<file path="src/rtl/mario_motion_ctrl.sv">
// mario_motion_ctrl: frame-locked walk/jump/gravity controller; define MARIO_CLAMP_EN to saturate pos_x to [X_MIN, X_MAX] instead of wrapping
module mario_motion_ctrl #(
  parameter int POS_X_INIT  = 300,
  parameter int GROUND_Y    = 460,
  parameter int X_MIN       = 143,
  parameter int X_MAX       = 702,
  parameter int V_INIT      = 15,
  parameter int G           = 1,
  parameter int V_MAX       = 15,
  parameter int ANIM_PIXELS = 15
) (
  input  logic       clk,
  input  logic       rst,
  input  logic       frame_tick,
  input  logic       btn_left,
  input  logic       btn_right,
  input  logic       btn_jump,
  output logic [9:0] pos_x,
  output logic [9:0] pos_y,
  output logic [2:0] sprite_sel,
  output logic       facing_left,
  output logic       airborne
);
  localparam int AW = $clog2(ANIM_PIXELS + 1);
  localparam logic [1:0] S_IDLE = 2'd0;
  localparam logic [1:0] S_WALK = 2'd1;
  localparam logic [1:0] S_AIR  = 2'd2;
  logic [1:0]        state_q, state_d;
  logic [9:0]        pos_x_q, pos_x_d, pos_y_q, pos_y_d;
  logic signed [6:0] vel_q, vel_d, vel_inc;
  logic              facing_q, facing_d, phase_q, phase_d, jump_prev_q, jump_prev_d;
  logic [AW-1:0]     anim_cnt_q, anim_cnt_d;
  logic [2:0]        sprite_q, sprite_d;
  logic              airborne_q, airborne_d;
  logic              go_r, go_l, step_ok, moving, jump_go;
  logic [9:0]        x_step;
  logic signed [10:0] y_nxt;
  logic [1:0]        ground_state;
  // Both buttons held cancel out so facing and position stay put.
  assign go_r    = btn_right & ~btn_left;
  assign go_l    = btn_left & ~btn_right;
  assign jump_go = btn_jump & ~jump_prev_q;
  assign x_step  = go_l ? pos_x_q - 10'd1 : pos_x_q + 10'd1;
`ifdef MARIO_CLAMP_EN
  assign step_ok = go_l ? (pos_x_q > 10'(X_MIN)) : (pos_x_q < 10'(X_MAX));
`else
  assign step_ok = 1'b1;
`endif
  assign moving       = (go_r | go_l) & step_ok;
  assign ground_state = (go_r | go_l) ? S_WALK : S_IDLE;
  assign y_nxt        = $signed({1'b0, pos_y_q}) + $signed({{4{vel_q[6]}}, vel_q});
  assign vel_inc      = vel_q + 7'(G);
  // Per-frame update of position, animation phase and FSM; holds between ticks.
  always_comb begin
    state_d     = state_q;
    pos_x_d     = pos_x_q;
    pos_y_d     = pos_y_q;
    vel_d       = vel_q;
    facing_d    = facing_q;
    phase_d     = phase_q;
    anim_cnt_d  = anim_cnt_q;
    jump_prev_d = jump_prev_q;
    if (frame_tick) begin
      jump_prev_d = btn_jump;
      facing_d    = go_l ? 1'b1 : go_r ? 1'b0 : facing_q;
      pos_x_d     = moving ? x_step : pos_x_q;
      anim_cnt_d  = moving ? anim_cnt_q + AW'(1) : anim_cnt_q;
      if (moving && anim_cnt_q == AW'(ANIM_PIXELS - 1)) begin
        anim_cnt_d = '0;
        phase_d    = ~phase_q;
      end
      if (state_q != S_AIR) begin
        state_d = jump_go ? S_AIR : ground_state;
        vel_d   = jump_go ? 7'(-V_INIT) : vel_q;
        pos_y_d = jump_go ? 10'(GROUND_Y - V_INIT) : pos_y_q;
      end else if (y_nxt >= 11'(GROUND_Y)) begin
        state_d = ground_state;
        vel_d   = '0;
        pos_y_d = 10'(GROUND_Y);
      end else begin
        vel_d   = (vel_inc > 7'(V_MAX)) ? 7'(V_MAX) : vel_inc;
        pos_y_d = (y_nxt < 0) ? 10'd0 : y_nxt[9:0];
      end
      if (state_d == S_IDLE) begin
        phase_d    = 1'b0;
        anim_cnt_d = '0;
      end
    end
  end
  // Registered outputs derived from next state so they track the tick by one cycle.
  always_comb begin
    airborne_d = (state_d == S_AIR);
    sprite_d   = (state_d == S_AIR)  ? {2'b10, facing_d} :
                 (state_d == S_WALK) ? (phase_d ? {2'b10, facing_d} : {2'b01, facing_d}) :
                                       {2'b00, facing_d};
  end
  // State and output registers with asynchronous reset.
  always_ff @(posedge clk or posedge rst) begin
    if (rst) begin
      state_q     <= S_IDLE;
      pos_x_q     <= 10'(POS_X_INIT);
      pos_y_q     <= 10'(GROUND_Y);
      vel_q       <= '0;
      facing_q    <= 1'b0;
      phase_q     <= 1'b0;
      anim_cnt_q  <= '0;
      jump_prev_q <= 1'b0;
      sprite_q    <= 3'd0;
      airborne_q  <= 1'b0;
    end else begin
      state_q     <= state_d;
      pos_x_q     <= pos_x_d;
      pos_y_q     <= pos_y_d;
      vel_q       <= vel_d;
      facing_q    <= facing_d;
      phase_q     <= phase_d;
      anim_cnt_q  <= anim_cnt_d;
      jump_prev_q <= jump_prev_d;
      sprite_q    <= sprite_d;
      airborne_q  <= airborne_d;
    end
  end
  assign pos_x       = pos_x_q;
  assign pos_y       = pos_y_q;
  assign sprite_sel  = sprite_q;
  assign facing_left = facing_q;
  assign airborne    = airborne_q;
endmodule

</file>
<file path="config.mk">
export PLATFORM = sky130hd
export DESIGN_NAME = mario_motion_ctrl
export DESIGN_NICKNAME = d
export VERILOG_FILES = /design/src/rtl/mario_motion_ctrl.sv
export SDC_FILE = /design/constraint.sdc
export NUM_CORES = 1
export LEC_CHECK = 0
export CAP_MARGIN = 20
export CELL_PAD_IN_SITES_DETAIL_PLACEMENT = 0
export CELL_PAD_IN_SITES_GLOBAL_PLACEMENT = 1
export CORE_MARGIN = 4
export CORE_UTILIZATION = 39
export CTS_CLUSTER_SIZE = 16
export DETAILED_ROUTE_END_ITERATION = 6
export PLACE_DENSITY = 0.87
export RECOVER_POWER = 25
export SLEW_MARGIN = 20
export SYNTH_ARGS = -nofsm -noshare
export SYNTH_HDL_FRONTEND = slang
export SYNTH_SLANG_ARGS = --single-unit
</file>
<file path="constraint.sdc">
create_clock -name clk -period 2.6 [get_ports clk]
set_input_delay 0.52 -clock clk [delete_from_list [all_inputs] [get_ports clk]]
set_output_delay 0.52 -clock clk [all_outputs]
set_load 0.005 [all_outputs]
</file>
Word level (Yosys, flattened, before mapping)

Index checks and enable logic that the tools add are counted.

Input port bits: 6
Word-level logic and storage cells: 64
Bits in registers: 40
Output and inout port bits: 25

$lt $le $gt $ge: 3
Mux-type cells: 27
Reduce and logical (&&, ||, !) cells: 6
Bitwise gates (word level): 8
Eq/ne operators: 5
$add $sub $neg: 5

Operators by type and width:

| cell                  | number |
|---|---|
| $mux 10               | 5 |
| $mux 7                | 4 |
| $mux 4                | 3 |
| $add 11x7->11         | 1 |
| $ge 11x10->1 const B  | 1 |
| $lt 11x1->1 const B   | 1 |
| $add 10x1->10 const B | 1 |
| $mux 2                | 5 |
| $sub 10x1->10 const B | 1 |
| $mux 3                | 3 |
| $add 7x2->7 const B   | 1 |
| $gt 7x5->1 const B    | 1 |
| $mux 1                | 7 |
| $reduce_and 2->1      | 3 |
| $add 4x1->4 const B   | 1 |
| $eq 4x4->1 const B    | 1 |
| $ne 2x2->1 const B    | 2 |
| $not 1->1             | 4 |
| $and 1x1->1           | 3 |
| $reduce_bool 3->1     | 1 |
| $eq 2x1->1 const B    | 1 |
| $eq 2x2->1 const B    | 1 |
| $logic_not 2->1       | 1 |
| $logic_and 1x1->1     | 1 |
| $or 1x1->1            | 1 |

Longest topological paths before layout

Gate-level depths: netlist of the first run.

Depth in word-level cells: 13
Depth in mapped cells: 12
Mapped depth without buffers: 12

Worst setup path after synthesis of the first run

OpenSTA, ideal clock, no wires.

Path type: register to register
From: reg vel_q[0]
To: reg sprite_q[2], in the netlist sprite_sel[2]
Stages on the path, launching flop included: 12
Buffers on the path: 0
Clock period less this slack: 2.797 ns
Arrival time: 2.673 ns
Slack: -0.197 ns
Required time: 2.476 ns
Setup time: 0.124 ns
Path through: dfrtp_1 > ha_1 > inv_1 > fa_1 > nor2b_4 > o2111a_1 > a2111oi_4 > xor2_2 > o41ai_4 > a31o_2 > o21ai_2 > a211o_1

Elaborated cells on any way between the ends: 14
Classes of those cells: add/sub (1); order compare (1); eq/ne (2); mux (9); reduce/logical (1)

RTL lines:

| element                | RTL line | RTL |
|---|---|---|
| from (decl)            | 30       | `logic signed [6:0] vel_q, vel_d, vel_inc;` |
| from (signal assigned) | 114      | `vel_q <= vel_d;` |
| $add 11x7->11          | 51       | `assign y_nxt = $signed({1'b0, pos_y_q}) + $signed({{4{vel_q[6]}}, vel_q});` |
| $ge 11x10->1           | 76       | `end else if (y_nxt >= 11'(GROUND_Y)) begin` |
| $mux 2                 | 76       |  |
| $mux 2                 | 72       | `if (state_q != S_AIR) begin` |
| $mux 2 (2 in series)   | 63       | `if (frame_tick) begin` |
| $eq 2x2->1             | -        |  |
| net airborne_d         | 34       | `logic airborne_q, airborne_d;` |
| $mux 3                 | 93       | `sprite_d = (state_d == S_AIR) ? {2'b10, facing_d} :` |
| net sprite_d[2]        | 33       | `logic [2:0] sprite_q, sprite_d;` |
| to (signal assigned)   | 119      | `sprite_q <= sprite_d;` |
| to (decl)              | 33       |  |

The timed path passes the listed nets, and every way through them passes these cells. The select of a mux whose other input is x is not followed.
A chain may end at the register's enable or synchronous reset.

Final worst setup path of the first run

From: reg pos_y_q[0], in the netlist pos_y[0]
To: reg sprite_q[1], in the netlist sprite_sel[1]

Longest elaborated chain between the ends: 11
Elaborated cells on any way between the ends: 14
Classes of those cells: add/sub (1); order compare (1); eq/ne (2); mux (9); reduce/logical (1)

RTL lines:

| element                | RTL line | RTL |
|---|---|---|
| from (decl)            | 29       | `logic [9:0] pos_x_q, pos_x_d, pos_y_q, pos_y_d;` |
| from (signal assigned) | 102      | `pos_y_q <= 10'(GROUND_Y);` |
| from (signal assigned) | 113      | `pos_y_q <= pos_y_d;` |
| $add 11x7->11          | 51       |  |
| $ge 11x10->1           | 76       |  |
| $mux 2                 | 76       |  |
| $mux 2                 | 72       |  |
| $mux 2                 | 63       |  |
| $logic_not 2->1        | 84       | `if (state_d == S_IDLE) begin` |
| $mux 1                 | 84       |  |
| $mux 1                 | 63       |  |
| net phase_d            | 31       | `logic facing_q, facing_d, phase_q, phase_d, jump_prev_q, jump_prev_d;` |
| $mux 3 (2 in series)   | 94       | `(state_d == S_WALK) ? (phase_d ? {2'b10, facing_d} : {2'b01, facing_d}) :` |
| $mux 3                 | 93       |  |
| net sprite_d[1]        | 33       |  |

The timed path passes the listed nets, and every way through them passes these cells. The select of a mux whose other input is x is not followed.

==> results of run 1 <==
[kinds of logic after synthesis]
logic type / Yosys count / share of synthesized area
buffers and inverters: 27 / 0.0390
AO/OA/AOI/OAI: 89 / 0.229
multiplexers: 3 / 0.0111
XOR/XNOR: 18 / 0.0586
flip-flops: 39 / 0.350
AND/OR/NAND/NOR: 106 / 0.191
adder cells (fa/ha/maj): 26 / 0.121
[power by group through the flow]
stage	Clock (mW)	Sequential [mW]	Combinational (mW)
3_3_place_gp	0	1.10	3.52
4_1_cts	0.622	1.09	4.04
2_1_floorplan	0	1.10	2.09
5_1_grt	0.640	1.14	4.91
6_report	0.614	1.11	4.51
3_5_place_dp	0	1.10	3.59
[final cells by class]
cell class | count | area share
Clock inverter | 2 | 0.0149
Sequential cell | 39 | 0.245
Tap cell | 96 | 0.0298
Multi-Input combinational cell | 242 | 0.478
Timing Repair Buffer | 91 | 0.196
Clock buffer | 6 | 0.0180
Inverter | 20 | 0.0186
[state kept, by name (all words and copies together), names as in the netlist]
register,cells
airborne,1
anim_cnt_q,4
jump_prev_q,1
phase_q,1
pos_x,10
pos_y,10
sprite_sel,3
state_q,2
vel_q,7
[worst min path at each step]
stage | start | end | slack (ns)
global route | pos_x[9] | pos_x[9] | 0.51
finish | pos_x[3] | pos_x[3] | 0.49
global placement | pos_x[9] | pos_x[9] | 0.47
detailed placement | pos_x[9] | pos_x[9] | 0.47
floorplan | pos_x[9] | pos_x[9] | 0.47
CTS | pos_x[9] | pos_x[9] | 0.49
[through the flow]
stage | utilization | setup slack (ns) | setup TNS (ns) | instance area, sq um | total power [mW]
after floorplan | - | -0.0271 | -0.0271 | 2830 | 3.18
after global placement | 0.520 | -0.417 | -2.25 | 3590 | 4.61
after detailed placement | 0.520 | -0.491 | -3.39 | 3590 | 4.69
after CTS | 0.554 | -0.213 | -3.66 | 3830 | 5.76
after global routing | 0.583 | -0.286 | -4.90 | 4030 | 6.69
final | 0.583 | -0.169 | -2.08 | 4030 | 6.23
[layout by cell type (no fill, tap or decap), types with 4 or more instances in the layout]
master / n
buf_4: 55
ha_1: 20
nand2b_1: 5
nor2_1: 21
clkdlybuf4s50_1: 27
dfstp_2: 9
a21oi_1: 8
nor3_1: 9
xor2_1: 5
nor2b_1: 4
o21ai_1: 9
o21ai_2: 7
a31oi_1: 5
xnor2_1: 10
and2_1: 6
nand3_1: 10
and3_1: 5
inv_1: 17
dfrtp_1: 30
ha_4: 4
buf_6: 4
o21ai_0: 12
a21o_1: 4
clkbuf_8: 5
nand2_1: 29
a21oi_2: 6
[worst max-delay path, delay by kind of cell, from the launching register on]
family,cells,cell delay [ns]
AOI/OAI and AO/OA,6,1.32
buffers and inverters,4,0.55
DFF,1,0.41
and+or+nand+nor,2,0.20
adders and majority gates,1,0.18
[metal layers]
layer	global-route usage	vias to the layer above	share of wire
met5	0	-	0
met4	0.0379	0	0.015
met3	0.0338	10	0.041
met2	0.274	55	0.49
met1	0.242	1214	0.46
li1	-	1285	-
[timing repair]
action | in CTS | in global routing
pin swaps | 17 | 27
gates cloned | 0 | 0
gates resized for setup | 14 | 41
buffers inserted | 5 | 6
endpoints found under the setup margin | 26 | 28
==> reports/metrics.yaml, run 1 <==
outcome:
  outcome: "finished with violations"
  violations: "negative setup slack"
floorplanning:
  boundaryPins: 31
  die_x_um: 93.0
  die-area_sq_um: 8660
  start_util: 0.408
  die_h_um: 93.0
  core_area_sq_um: 6910
  rows: 30
synth:
  synth_edf_count: 0
  ys_warn_count: 0
  syn-num-nets: 340
  synthArstFlopShare: 1.00
  ys_top_cells_by_count: "dfrtp_1, nand2_1, ha_1"
  avgSynthCellArea_sq_um: 9.16
  synthFlopType: "dfrtp_1"
  synth_top_area_share: 0.266
  synth_area_leader_cell: "dfrtp_1"
  yosysUniqueCellTypes: 63
  ys_seq_area_frac: 0.350
  yosys-top-cells-area: "dfrtp_1, ha_1, dfstp_2, nand2_1, o21ai_0"
  syn-instance-count: 308
  synth.most_common_cell: "dfrtp_1"
  synth.cell_area_sq_um: 2820
  yosys_register_bits: 39
min_path:
  min_path_cells: 2
  hold_class: "reg -> reg"
power_and_ir_drop:
  p_leak_nw: 1.79
  switchingPower_mw: 2.50
  powerDensity_nw_per_um2: 1550
  vdd_ir_drop_max_mv: 0.688
  p_int_mw: 3.73
  swShare: 0.402
  power.share.sequential: 0.178
  clockPowerShare: 0.099
  share_comb_of_total_power: 0.724
critical_path:
  r2r_start: "pos_y[0]"
  r2r_slack_ns: -0.17
  crit_end: "sprite_sel[1]"
  worstPathCellList: "ha_4 > buf_6 > a211oi_4 > o21ai_2 > buf_4 > a2111o_1 > nand4_1 > o41ai_4 > buf_4 > buf_12 > a21oi_4 > a31o_1 > nor2b_2"
  crit_arrival_ns: 2.96
  critPathSlowestCell: "dfrtp_1"
  r2r_end: "sprite_sel[1]"
  critPathKind: "reg -> reg"
  reg2reg_depth: 13
  required_ns: 2.79
  slowest_delay_ns: 0.41
  cp-start-kind: "flip-flop"
  path_max_fanout: 6
  critPathMostFrequentCell: "buf_4"
  critPathCaptureType: "flip-flop"
  critPathLaunch: "pos_y[0]"
timing:
  final_hold_viol_count: 0
  setup_ws_ns: -0.169
  rsz0062_at_grt: "true"
  fin_skew_ns: 0.0128
  max_freq_mhz: 361
  drv_slew: 0
  tightest_slew_ns: 0.995
  relSlewSlack: 0.337
  final.period_utilization: 1.06
  hold_slack_ns: 0.487
  setup_violations: 20
  fin_crit_ns: 2.77
placement:
  hpwl_mm: 5.18
  io_buffers: 30
  gp_congestion: 0.886
  dpl.cell_count: 478
global_routing:
  grt_usage: 0.172
  antenna_found_initial: 0
  grt_pass1_vias: 2484
  grt_pass1_wl_mm: 12.1
  grt-ovfl-total: 0
  grt_start_max_net_pins: 40
clock_network:
  h-tree-depth: 2
  clock_path_buffers: 2
  cts_root_buf: "clkbuf_8"
  cts.reportedPaths.clkPinSlew_ns: 0.09
  numCtsBuffers: 5
  clock-sinks: 39
  cts_tree: "done"
  clock_latency_ns: 0.31
  hold_buffers: 0
cells_and_area:
  num_antenna_cells: 0
  fillers: 621
  drive_gt1_frac: 0.323
  areaGrowthSynthToFinish_pct: 42.8
  final_cells: 496
  fin_nets: 431
  multiInputGateArea_sq_um: 1920
  regArea_sq_um: 987
drt:
  drc: 0
  wl_mm: 7.36
  firstDrtPassIters: 4
  wl_per_cell_um: 14.8
  antenna_left: 0
  drt_iter0_markers: 145
  vias_per_cell: 5.17
  vias: 2564
flow_run:
  maxCapViolCount: 0
(Power assumes the default switching activity.)
==> run 2: changes to the inputs <==
--- a/config.mk
+++ b/config.mk
@@ -8,13 +8,14 @@
 export CAP_MARGIN = 20
 export CELL_PAD_IN_SITES_DETAIL_PLACEMENT = 0
 export CELL_PAD_IN_SITES_GLOBAL_PLACEMENT = 1
+export CORE_ASPECT_RATIO = 0.75
 export CORE_MARGIN = 4
 export CORE_UTILIZATION = 39
 export CTS_CLUSTER_SIZE = 16
 export DETAILED_ROUTE_END_ITERATION = 6
 export PLACE_DENSITY = 0.87
 export RECOVER_POWER = 25
-export SLEW_MARGIN = 20
+export SLEW_MARGIN = 30
 export SYNTH_ARGS = -nofsm -noshare
 export SYNTH_HDL_FRONTEND = slang
 export SYNTH_SLANG_ARGS = --single-unit
==> reports/metrics.yaml, run 2 (same netlist as run 1, synthesis figures left out) <==
clock_network:
  cts.reportedPaths.clkPinSlew_ns: 0.08  # was 0.09 ns
  h-tree-depth: 2  # unchanged
  cts_tree: "done"  # unchanged
  numCtsBuffers: 5  # unchanged
  clock_latency_ns: 0.29  # was 0.31 ns
  clock_path_buffers: 2  # unchanged
  clock-sinks: 39  # unchanged
  cts_root_buf: "clkbuf_8"  # unchanged
global_routing:
  antenna_found_initial: 0  # unchanged
  grt-ovfl-total: 0  # unchanged
  grt_usage: 0.175  # was 0.172
  grt_pass1_wl_mm: 12.2  # was 12.1 mm
  grt_pass1_vias: 2487  # was 2484
  grt_start_max_net_pins: 40  # unchanged
timing:
  setup_ws_ns: -0.163  # was -0.169 ns
  final.period_utilization: 1.06  # about the same
  final_hold_viol_count: 0  # unchanged
  fin_crit_ns: 2.76  # was 2.77 ns
  rsz0062_at_grt: "true"  # unchanged
  relSlewSlack: 0.365  # was 0.337
  tns_ns: -2.22  # was -2.08 ns
  drv_slew: 0  # unchanged
  hold_slack_ns: 0.474  # was 0.487 ns
  max_freq_mhz: 362  # was 361 MHz
  setup_violations: 23  # was 20
  fin_skew_ns: 0.00767  # was 0.0128 ns
  tightest_slew_ns: 0.953  # was 0.995 ns
critical_path:
  slowest_delay_ns: 0.63  # was 0.41 ns
  crit_arrival_ns: 2.93  # was 2.96 ns
  r2r_slack_ns: -0.16  # was -0.17 ns
  path_max_fanout: 6  # unchanged
  worstPathCellList: "ha_1 > a2111oi_0 > a21oi_2 > xnor2_2 > o41ai_4 > buf_6 > a31o_4 > o21ai_2 > a211o_1"  # was ha_4 > buf_6 > a211oi_4 > o21ai_2 > buf_4 > a2111o_1 > nand4_1 > o41ai_4 > buf_4 > buf_12 > a21oi_4 > a31o_1 > nor2b_2
  cp-start-kind: "flip-flop"  # unchanged
  critPathSlowestCell: "a2111oi_0"  # was dfrtp_1
  required_ns: 2.77  # was 2.79 ns
  critPathCaptureType: "flip-flop"  # unchanged
  critPathKind: "reg -> reg"  # unchanged
power_and_ir_drop:
  vdd_ir_drop_max_mv: 0.821  # was 0.688 mV
  share_comb_of_total_power: 0.733  # was 0.724
  p_int_mw: 3.54  # was 3.73 mW
  swShare: 0.418  # was 0.402
  powerDensity_nw_per_um2: 1510  # was 1550 nW/um^2
  p_leak_nw: 1.79  # about the same
  switchingPower_mw: 2.55  # was 2.50 mW
  power.share.sequential: 0.180  # was 0.178
  clockPowerShare: 0.087  # was 0.099
  power.total_mw: 6.09  # was 6.23 mW
drt:
  vias: 2613  # was 2564
  wl_per_cell_um: 15.0  # was 14.8 um
  antenna_left: 0  # unchanged
  drt_iter0_markers: 159  # was 145
  drc: 0  # unchanged
  firstDrtPassIters: 5  # was 4
  vias_per_cell: 5.24  # was 5.17
  wl_mm: 7.49  # was 7.36 mm
placement:
  place_area_sq_um: 3620  # was 3590 sq um
  io_buffers: 30  # unchanged
  dpl.cell_count: 483  # was 478
  hpwl_mm: 5.63  # was 5.18 mm
  pre_cts_ws_ns: -0.474  # was -0.491 ns
  gp_congestion: 0.917  # was 0.886
cells_and_area:
  fillers: 625  # was 621
  finalInstanceArea_sq_um: 4040  # was 4030 sq um
  num_antenna_cells: 0  # unchanged
  fin_nets: 432  # was 431
  layout_commonest_cell: "buf_4"  # unchanged
  fin_util: 0.583  # about the same
  final_cells: 499  # was 496
  layout_common_cells: "buf_4, dfrtp_1, nand2_1"  # unchanged
  areaGrowthSynthToFinish_pct: 43.3  # was 42.8%
  drive_gt1_frac: 0.339  # was 0.323
outcome:
  violations: "negative setup slack"  # unchanged
  outcome: "finished with violations"  # unchanged
floorplanning:
  rows: 26  # was 30
  core_area_sq_um: 6930  # was 6910 sq um
  die_h_um: 81.6  # was 93.0 um
  boundaryPins: 31  # unchanged
  die_x_um: 106  # was 93.0 um
  die-area_sq_um: 8670  # was 8660 sq um
  start_util: 0.407  # was 0.408
flow_run:
  maxCapViolCount: 0  # unchanged
min_path:
  hold_class: "reg -> reg"  # unchanged
-- run 2: cell types whose count changed in the layout (fill, tap and decap cells not counted), moves of 2 or more --
cell	change
ha_2	+2
o21ai_0	+2
o21ai_1	-2
nor2_1	-2
-- run 2: timing repair --
action                     in CTS  in global routing
gates resized for setup        31                 28
buffers inserted                8                  4
setup endpoints to repair      28                 30
pin swaps                      31                 24
hold buffers                    0                  0
-- run 2: path summary, 6_finish.rpt --
path	cells after the start	end	start
worst max register to register	9	sprite_sel[2]	pos_y[5]
worst min register to register	1	pos_x[9]	pos_x[9]
worst min-delay path	1	pos_x[9]	pos_x[9]
min in group asynchronous	3	vel_q[2]	rst
max in group asynchronous	3	phase_q	rst
worst max-delay path	9	sprite_sel[2]	pos_y[5]
-- run 2: per-layer routing --
layer	track usage	part of all wire	vias up	wire length [um]
li1	-	-	1286	-
met1	0.258	0.50	1255	3740
met2	0.274	0.45	65	3370
met3	0.0275	0.040	7	300
met4	0.0310	0.010	0	77
met5	0	0	-	0
-- run 2: power groups by stage --
stage          registers, mW  logic [mW]  clock network (mW)
2_1_floorplan           1.10        2.09                   0
3_3_place_gp            1.09        3.61                   0
3_5_place_dp            1.10        3.70                   0
4_1_cts                 1.09        4.07               0.542
5_1_grt                 1.14        4.83               0.574
6_report                1.10        4.46               0.530
-- run 2: layout make-up --
type	instances	area (sq um)	share of cell area
Multi-Input combinational cell	242	1950	0.483
Clock inverter	2	35.0	0.00867
Tap cell	98	123	0.0303
Sequential cell	39	987	0.244
Timing Repair Buffer	92	787	0.195
Clock buffer	6	82.6	0.0204
Inverter	20	75.1	0.0186
-- run 2: worst max-delay path: cells and delay by family, from the launching register on --
kind | cells | cell delay, ns
compound gates | 6 | 1.53
xor+xnor | 1 | 0.18
fa+ha+maj | 1 | 0.36
buf+inv | 1 | 0.17
flops | 1 | 0.39
